$ cat config.mk
export PLATFORM = sky130hd
export DESIGN_NAME = dcache_controller
export DESIGN_NICKNAME = d
export VERILOG_FILES = /design/src/rtl/dcache_pkg.sv /design/src/rtl/dcache_tag_sram.sv /design/src/rtl/dcache_controller.sv
export SDC_FILE = /design/constraint.sdc
export NUM_CORES = 2
export LEC_CHECK = 0
export ABC_AREA = 1
export BUFFER_PORTS_ARGS = -buffer_cell sky130_fd_sc_hd__buf_2
export CAP_MARGIN = 10
export CORE_AREA = 3 3 453 455
export DETAILED_ROUTE_END_ITERATION = 8
export DIE_AREA = 0 0 456 458
export PLACE_DENSITY = 0.48
export SLEW_MARGIN = 20
export SYNTH_ARGS = -nofsm -noshare
export SYNTH_HDL_FRONTEND = slang
export SYNTH_SLANG_ARGS = --single-unit
$ cat constraint.sdc
create_clock -name clk_i -period 24.2 [get_ports clk_i]
set_clock_uncertainty 0.2 [all_clocks]
set_input_delay 3.63 -clock clk_i [delete_from_list [all_inputs] [get_ports clk_i]]
set_output_delay 3.63 -clock clk_i [all_outputs]
set_load 0.02 [all_outputs]
$ cat src/rtl/dcache_pkg.sv
// Shared dcache types and geometry: address split, controller state encoding and the
// word-merge helper used by both store paths.
`timescale 1ns/1ps
package dcache_pkg;
  localparam int ADDR_W  = 32;
  localparam int INDEX_W = 5;
  localparam int LINE_W  = 256;
  localparam int WORD_W  = 32;
  localparam int OFF_W   = $clog2(LINE_W / 8);
  localparam int TAG_W   = ADDR_W - INDEX_W - OFF_W;
  localparam int SEL_W   = OFF_W - 2;
  localparam int LINES   = 2 ** INDEX_W;

  typedef enum logic [1:0] {
    IDLE   = 2'd0,
    WB     = 2'd1,
    FILL   = 2'd2,
    REFILL = 2'd3
  } state_e;

  function automatic logic [LINE_W-1:0] merge_word(input logic [LINE_W-1:0] line,
                                                   input logic [WORD_W-1:0] word,
                                                   input logic [SEL_W-1:0]  sel);
    logic [LINE_W-1:0] res;
    res = line;
    res[int'(sel) * WORD_W +: WORD_W] = word;
    return res;
  endfunction
endpackage

$ cat src/rtl/dcache_tag_sram.sv
// Tag/valid/dirty array: combinational read, synchronous write, valid and dirty cleared
// asynchronously by reset (tags keep stale contents, masked by valid).
`timescale 1ns/1ps
module dcache_tag_sram
  import dcache_pkg::*;
(
  input  logic               clk_i,
  input  logic               rst_i,
  input  logic [INDEX_W-1:0] idx_i,
  output logic [TAG_W-1:0]   tag_o,
  output logic               valid_o,
  output logic               dirty_o,
  input  logic               we_i,
  input  logic [TAG_W-1:0]   wr_tag_i,
  input  logic               wr_dirty_i
);
  logic [TAG_W-1:0] tag_q [LINES];
  logic [LINES-1:0] valid_q;
  logic [LINES-1:0] dirty_q;

  assign tag_o   = tag_q[idx_i];
  assign valid_o = valid_q[idx_i];
  assign dirty_o = dirty_q[idx_i];

  always_ff @(posedge clk_i or posedge rst_i) begin
    if (rst_i) begin
      valid_q <= '0;
      dirty_q <= '0;
    end else if (we_i) begin
      valid_q[idx_i] <= 1'b1;
      dirty_q[idx_i] <= wr_dirty_i;
    end
  end

  always_ff @(posedge clk_i) begin
    if (we_i) begin
      tag_q[idx_i] <= wr_tag_i;
    end
  end
endmodule

$ cat src/rtl/dcache_controller.sv
// Direct-mapped write-back/write-allocate L1 D-cache controller: hit/miss decision for the
// MEM stage, data SRAM sequencing, and line write-back/fill towards data memory.
`timescale 1ns/1ps
module dcache_controller
  import dcache_pkg::*;
(
  input  logic               clk_i,
  input  logic               rst_i,
  input  logic               cpu_req_i,
  input  logic               cpu_we_i,
  input  logic [ADDR_W-1:0]  cpu_addr_i,
  input  logic [WORD_W-1:0]  cpu_data_i,
  output logic [WORD_W-1:0]  cpu_data_o,
  output logic               cpu_stall_o,
  output logic [INDEX_W-1:0] sram_addr_o,
  output logic [LINE_W-1:0]  sram_data_o,
  output logic               sram_enable_o,
  output logic               sram_write_o,
  input  logic [LINE_W-1:0]  sram_data_i,
  output logic               mem_enable_o,
  output logic               mem_write_o,
  output logic [ADDR_W-1:0]  mem_addr_o,
  output logic [LINE_W-1:0]  mem_data_o,
  input  logic [LINE_W-1:0]  mem_data_i,
  input  logic               mem_ack_i
);
  state_e             state_q;
  logic               mem_en_q;
  logic               mem_we_q;
  logic [ADDR_W-1:0]  mem_addr_q;
  logic [LINE_W-1:0]  wb_line_q;
  logic [LINE_W-1:0]  fill_line_q;

  logic [INDEX_W-1:0] idx_s;
  logic [TAG_W-1:0]   tag_s;
  logic [OFF_W-1:0]   off_s;
  logic [SEL_W-1:0]   sel_s;
  logic [TAG_W-1:0]   rd_tag_s;
  logic               rd_valid_s;
  logic               rd_dirty_s;
  logic               hit_s;
  logic               tag_we_s;
  logic               tag_dirty_s;

  assign idx_s = cpu_addr_i[OFF_W +: INDEX_W];
  assign tag_s = cpu_addr_i[ADDR_W-1 -: TAG_W];
  assign off_s = cpu_addr_i[OFF_W-1:0];
  // Shifting the whole offset drops the byte-in-word bits, which the CPU side never uses.
  assign sel_s = SEL_W'(off_s >> 2);
  assign hit_s = cpu_req_i & rd_valid_s & (rd_tag_s == tag_s);

  dcache_tag_sram u_tag (
    .clk_i      (clk_i),
    .rst_i      (rst_i),
    .idx_i      (idx_s),
    .tag_o      (rd_tag_s),
    .valid_o    (rd_valid_s),
    .dirty_o    (rd_dirty_s),
    .we_i       (tag_we_s),
    .wr_tag_i   (tag_s),
    .wr_dirty_i (tag_dirty_s)
  );

  assign sram_addr_o  = idx_s;
  assign cpu_stall_o  = ~rst_i & ((state_q != IDLE) | (cpu_req_i & ~hit_s));
  assign mem_enable_o = mem_en_q;
  assign mem_write_o  = mem_we_q;
  assign mem_addr_o   = mem_addr_q;
  assign mem_data_o   = wb_line_q;

  // Data SRAM strobes, tag updates and load data for the current state.
  always_comb begin
    sram_enable_o = 1'b0;
    sram_write_o  = 1'b0;
    sram_data_o   = merge_word(sram_data_i, cpu_data_i, sel_s);
    tag_we_s      = 1'b0;
    tag_dirty_s   = 1'b0;
    cpu_data_o    = '0;
    case (state_q)
      IDLE: begin
        sram_enable_o = cpu_req_i;
        if (hit_s && cpu_we_i) begin
          sram_write_o = 1'b1;
          tag_we_s     = 1'b1;
          tag_dirty_s  = 1'b1;
        end else if (hit_s) begin
          cpu_data_o = sram_data_i[int'(sel_s) * WORD_W +: WORD_W];
        end else begin
          sram_write_o = 1'b0;
        end
      end
      REFILL: begin
        sram_enable_o = 1'b1;
        sram_write_o  = 1'b1;
        sram_data_o   = cpu_we_i ? merge_word(fill_line_q, cpu_data_i, sel_s) : fill_line_q;
        tag_we_s      = 1'b1;
        tag_dirty_s   = cpu_we_i;
      end
      default: begin
        sram_enable_o = 1'b0;
      end
    endcase
  end

  // Miss sequencing; FILL re-raises mem_enable one cycle after a write-back ack so the
  // memory sees an idle cycle between the two requests.
  always_ff @(posedge clk_i or posedge rst_i) begin
    if (rst_i) begin
      state_q     <= IDLE;
      mem_en_q    <= 1'b0;
      mem_we_q    <= 1'b0;
      mem_addr_q  <= '0;
      wb_line_q   <= '0;
      fill_line_q <= '0;
    end else begin
      case (state_q)
        IDLE: begin
          if (cpu_req_i && !hit_s) begin
            mem_en_q <= 1'b1;
            if (rd_valid_s && rd_dirty_s) begin
              state_q    <= WB;
              mem_we_q   <= 1'b1;
              mem_addr_q <= {rd_tag_s, idx_s, {OFF_W{1'b0}}};
              wb_line_q  <= sram_data_i;
            end else begin
              state_q    <= FILL;
              mem_we_q   <= 1'b0;
              mem_addr_q <= {tag_s, idx_s, {OFF_W{1'b0}}};
            end
          end
        end
        WB: begin
          if (mem_ack_i) begin
            state_q    <= FILL;
            mem_en_q   <= 1'b0;
            mem_we_q   <= 1'b0;
            mem_addr_q <= {tag_s, idx_s, {OFF_W{1'b0}}};
          end
        end
        FILL: begin
          if (mem_ack_i && mem_en_q) begin
            state_q     <= REFILL;
            mem_en_q    <= 1'b0;
            fill_line_q <= mem_data_i;
          end else begin
            mem_en_q <= 1'b1;
          end
        end
        REFILL: begin
          state_q <= IDLE;
        end
        default: begin
          state_q  <= IDLE;
          mem_en_q <= 1'b0;
        end
      endcase
    end
  end
endmodule

==> impl_metrics.env <==
export IMPL_yosys_area_share_adder_pct=0.204
export IMPL_dp_hpwl_um=289000
export IMPL_ys_ff_latch=1311
export IMPL_layout_common_cells="nand2_1, buf_2, edfxtp_1"
export IMPL_max_cap_violations=0
export IMPL_pwr_share_seq_pct=37.1
export IMPL_synth_xor_area_share_pct=0
export IMPL_p_per_area_mw_per_mm2=106
export IMPL_clock_sinks=1311
export IMPL_cts_setup_buffers=0
export IMPL_htree_levels=4
export IMPL_vias=56800
export IMPL_worstPathArrival_ns=9.59
export IMPL_initial_core_util_pct=30.4
export IMPL_synth_area_mm2=0.0614
export IMPL_die_area_mm2=0.209
export IMPL_core_mm2=0.202
export IMPL_max_freq_ghz=0.0745
export IMPL_io_buffers=1159
export IMPL_synth_area_per_cell_um2=9.14
export IMPL_rr_worst_depth=18
export IMPL_min_period_over_period_pct=55.5
export IMPL_yosysWarnings=0
export IMPL_hold_start="u_tag.valid_q[30]$_DFFE_PP0P_"
export IMPL_synthSimpleGateAreaFrac_pct=17.6
export IMPL_synthFlopType="edfxtp_1"
export IMPL_drt_pass1_iter_count=8
export IMPL_netlist_top_cells_area="edfxtp_1, dfrtp_1, nand2_1"
export IMPL_hold_path_cell_count=2
export IMPL_cts_buffer_depth=3
export IMPL_cts_tree="done"
export IMPL_layout_drive_gt1_share_pct=21.7
export IMPL_synth_edff_count=704
export IMPL_netSwitchingPower_mw=3.19
export IMPL_hold_path_class="reg2reg"
export IMPL_swShare_pct=40.1
export IMPL_synth_area_leader_cell="edfxtp_1"
export IMPL_cp_start_kind="input port"
export IMPL_grtUsageTotal_pct=35.6
export IMPL_cts_root_buf="clkbuf_16"
export IMPL_hold_ws_ns=0.251
export IMPL_synth_compound_area_share_pct=14.1
export IMPL_synth_cell_types=50
export IMPL_holdPathEnd="u_tag.valid_q[30]$_DFFE_PP0P_"
export IMPL_status="finished, final reports clean"
export IMPL_synth_top_family_by_area="simple AND/OR/NAND/NOR gates"
export IMPL_r2r_slack_ns=19.24
export IMPL_final_setup_tns_ns=0
export IMPL_synthArstFlopShare_pct=46.3
export IMPL_die_x_um=456
export IMPL_grt_pass1_vias=51400
export IMPL_die_h_um=458
export IMPL_viasPerCell=5.36
export IMPL_routabilityCongestion=1.04
export IMPL_antenna_found_initial=123
export IMPL_rows=165
export IMPL_area_growth_syn_to_layout_pct=22.1
export IMPL_numCtsBuffers=157
export IMPL_nets=8294
export IMPL_final_max_slew_viol_count=0
export IMPL_drt_iter0_drc=7227
export IMPL_period_minus_slack_ns=13.42
export IMPL_crit_type="in2out"
export IMPL_p_clk_share_pct=30.3
export IMPL_muxShareOfSynthArea_pct=2.11
export IMPL_drc=0
export IMPL_maxSlewHeadroom_pct=14.9
export IMPL_mostFrequentLayoutCell="nand2_1"
export IMPL_r2r_end="mem_data_o[199]$_DFFE_PP0P_"
export IMPL_ctsHoldBuffers=0
export IMPL_rsz0062_at_grt="no"
export IMPL_p_int_mw=4.76
export IMPL_synth_top_area_share_pct=34.5
export IMPL_clock_latency_ns=0.83
export IMPL_grt_overflow_total=0
export IMPL_wirelength_um=384000
export IMPL_cp_max_fo=45
export IMPL_grt_pass1_wl_um=497000
export IMPL_cts_resized_gates=0
export IMPL_wire_per_inst_um=36.3
export IMPL_ios=1167
export IMPL_hold_viol=0
export IMPL_critPathCaptureType="primary output"
export IMPL_ir_drop_mv=0.0737
export IMPL_seq_area_frac_synth_pct=59.2
export IMPL_p_comb_share_pct=32.6
export IMPL_finalSetupViolations=0
export IMPL_grt_max_degree=139
export IMPL_power_leakage_nw=34.7
export IMPL_syn_instance_count=6716
export IMPL_ant_nets=0
export IMPL_r2r_start="u_tag.tag_q[16][1]$_DFFE_PP_"
export IMPL_tightestPinTransition_ns=1.27
export IMPL_clk_pin_slew_worst_paths_ns=0.06
export IMPL_worstPathRequired_ns=20.37
worst max-delay path, cell delays in order:
cell	delay, ns
buf_2	0.08
buf_4	0.44
inv_1	0.57
ha_1	0.59
nor4_4	0.32
buf_4	0.52
inv_1	0.66
nor2_1	0.77
inv_2	0.51
o21ai_0	0.30
a21oi_1	0.06
a21oi_1	0.76
buf_2	0.31
power groups by stage:
stage | Clock [mW] | Sequential (mW) | Combinational, mW
final | 2.41 | 2.95 | 2.59
after detailed placement | 0 | 2.98 | 2.53
after CTS | 2.44 | 2.93 | 2.54
after global placement | 0 | 2.97 | 2.52
after global routing | 2.54 | 2.98 | 2.68
after floorplan | 0 | 3.11 | 1.12
flip-flops by register name, indices dropped and copies added, names as in the netlist:
signal,flops
fill_line_q,256
mem_write_o,1
u_tag.tag_q,704
mem_data_o,256
mem_addr_o,27
mem_enable_o,1
u_tag.dirty_q,32
u_tag.valid_q,32
state_q,2
cells by family (layout without fill, tap and decap cells):
logic type      after synthesis  count (layout)
simple gates               2671            2671
compound gates             1587            1587
flops                      1311            1311
buf+inv                    1021            2133
mux                         115             115
fa+ha+maj                    10              10
other cells                   1              91
synthesized netlist by cell type, types with 2 or more instances:
master    instances
dfrtp_1         607
o31ai_1          31
ha_1             10
nand3_1          75
nor2_4           16
nand4_1          34
buf_1            42
a21oi_1         589
o221ai_1         10
mux2_2          115
clkinv_1          6
nor3_4            7
nand3_2           2
clkbuf_2          3
a31oi_1          63
nor3_1           40
nor2_1          347
nand4_2           2
inv_2             7
clkbuf_1        260
nor2_2            5
a22oi_1          17
or2_2            10
o21ai_1          31
buf_6             6
buf_4            37
o21ai_0         648
o32ai_1          46
o211ai_1         21
nor2_8           10
o22ai_1          97
buf_2            92
or2_1            12
a221oi_1         32
nand2_1        2105
edfxtp_1        704
inv_1           564
cell type report:
cell class                 instances  area (µm²)
fill                           20800      127000
sequential                      1311       36300
multi-input combinational       4388       21000
timing repair buffer            1266        6690
clock buffer                     226        4430
tap                             2672        3340
inverter                         579        2210
clock inverter                    62         696
antenna                           86         215
through the flow:
step                      worst slack [ns]  std cells  area (µm²)  util, %  power [mW]
final                                10.78      10600       74900     37.1        7.95
after global routing                 10.55      10500       74800     37.1        8.20
after CTS                            10.93      10500       74600     37.0        7.92
after detailed placement             10.95      10200       69500     34.5        5.51
after global placement               10.93      10200       69500     34.5        5.48
after floorplan                       3.38       6720       61400        -        4.23
worst max path at each step:
| stage | startpoint | to | slack, ns | cells past startpoint |
|---|---|---|---|---|
| 6_report | cpu_addr_i[4] | sram_data_o[0] | 10.78 | 13 |
| 2_1_floorplan | rst_i | fill_line_q[0]$_DFFE_PP0P_ | 3.38 | 1 |
| 5_1_grt | cpu_addr_i[4] | sram_data_o[1] | 10.55 | 13 |
| 4_1_cts | cpu_addr_i[4] | sram_data_o[1] | 10.93 | 13 |
| 3_3_place_gp | cpu_addr_i[4] | sram_data_o[1] | 10.93 | 13 |
| 3_5_place_dp | cpu_addr_i[4] | sram_data_o[1] | 10.95 | 13 |
per-layer routing:
metal | wire length (µm) | track usage, % | up-vias | part of all wire [%]
met5 | 208 | 0 | - | 0.054
met4 | 34400 | 26.4 | 30 | 9.0
met3 | 38300 | 12.0 | 842 | 10
met2 | 170000 | 54.5 | 3129 | 44
met1 | 141000 | 41.5 | 28200 | 37
li1 | - | - | 24600 | -
Note: power is estimated with default switching activity, not from simulation.
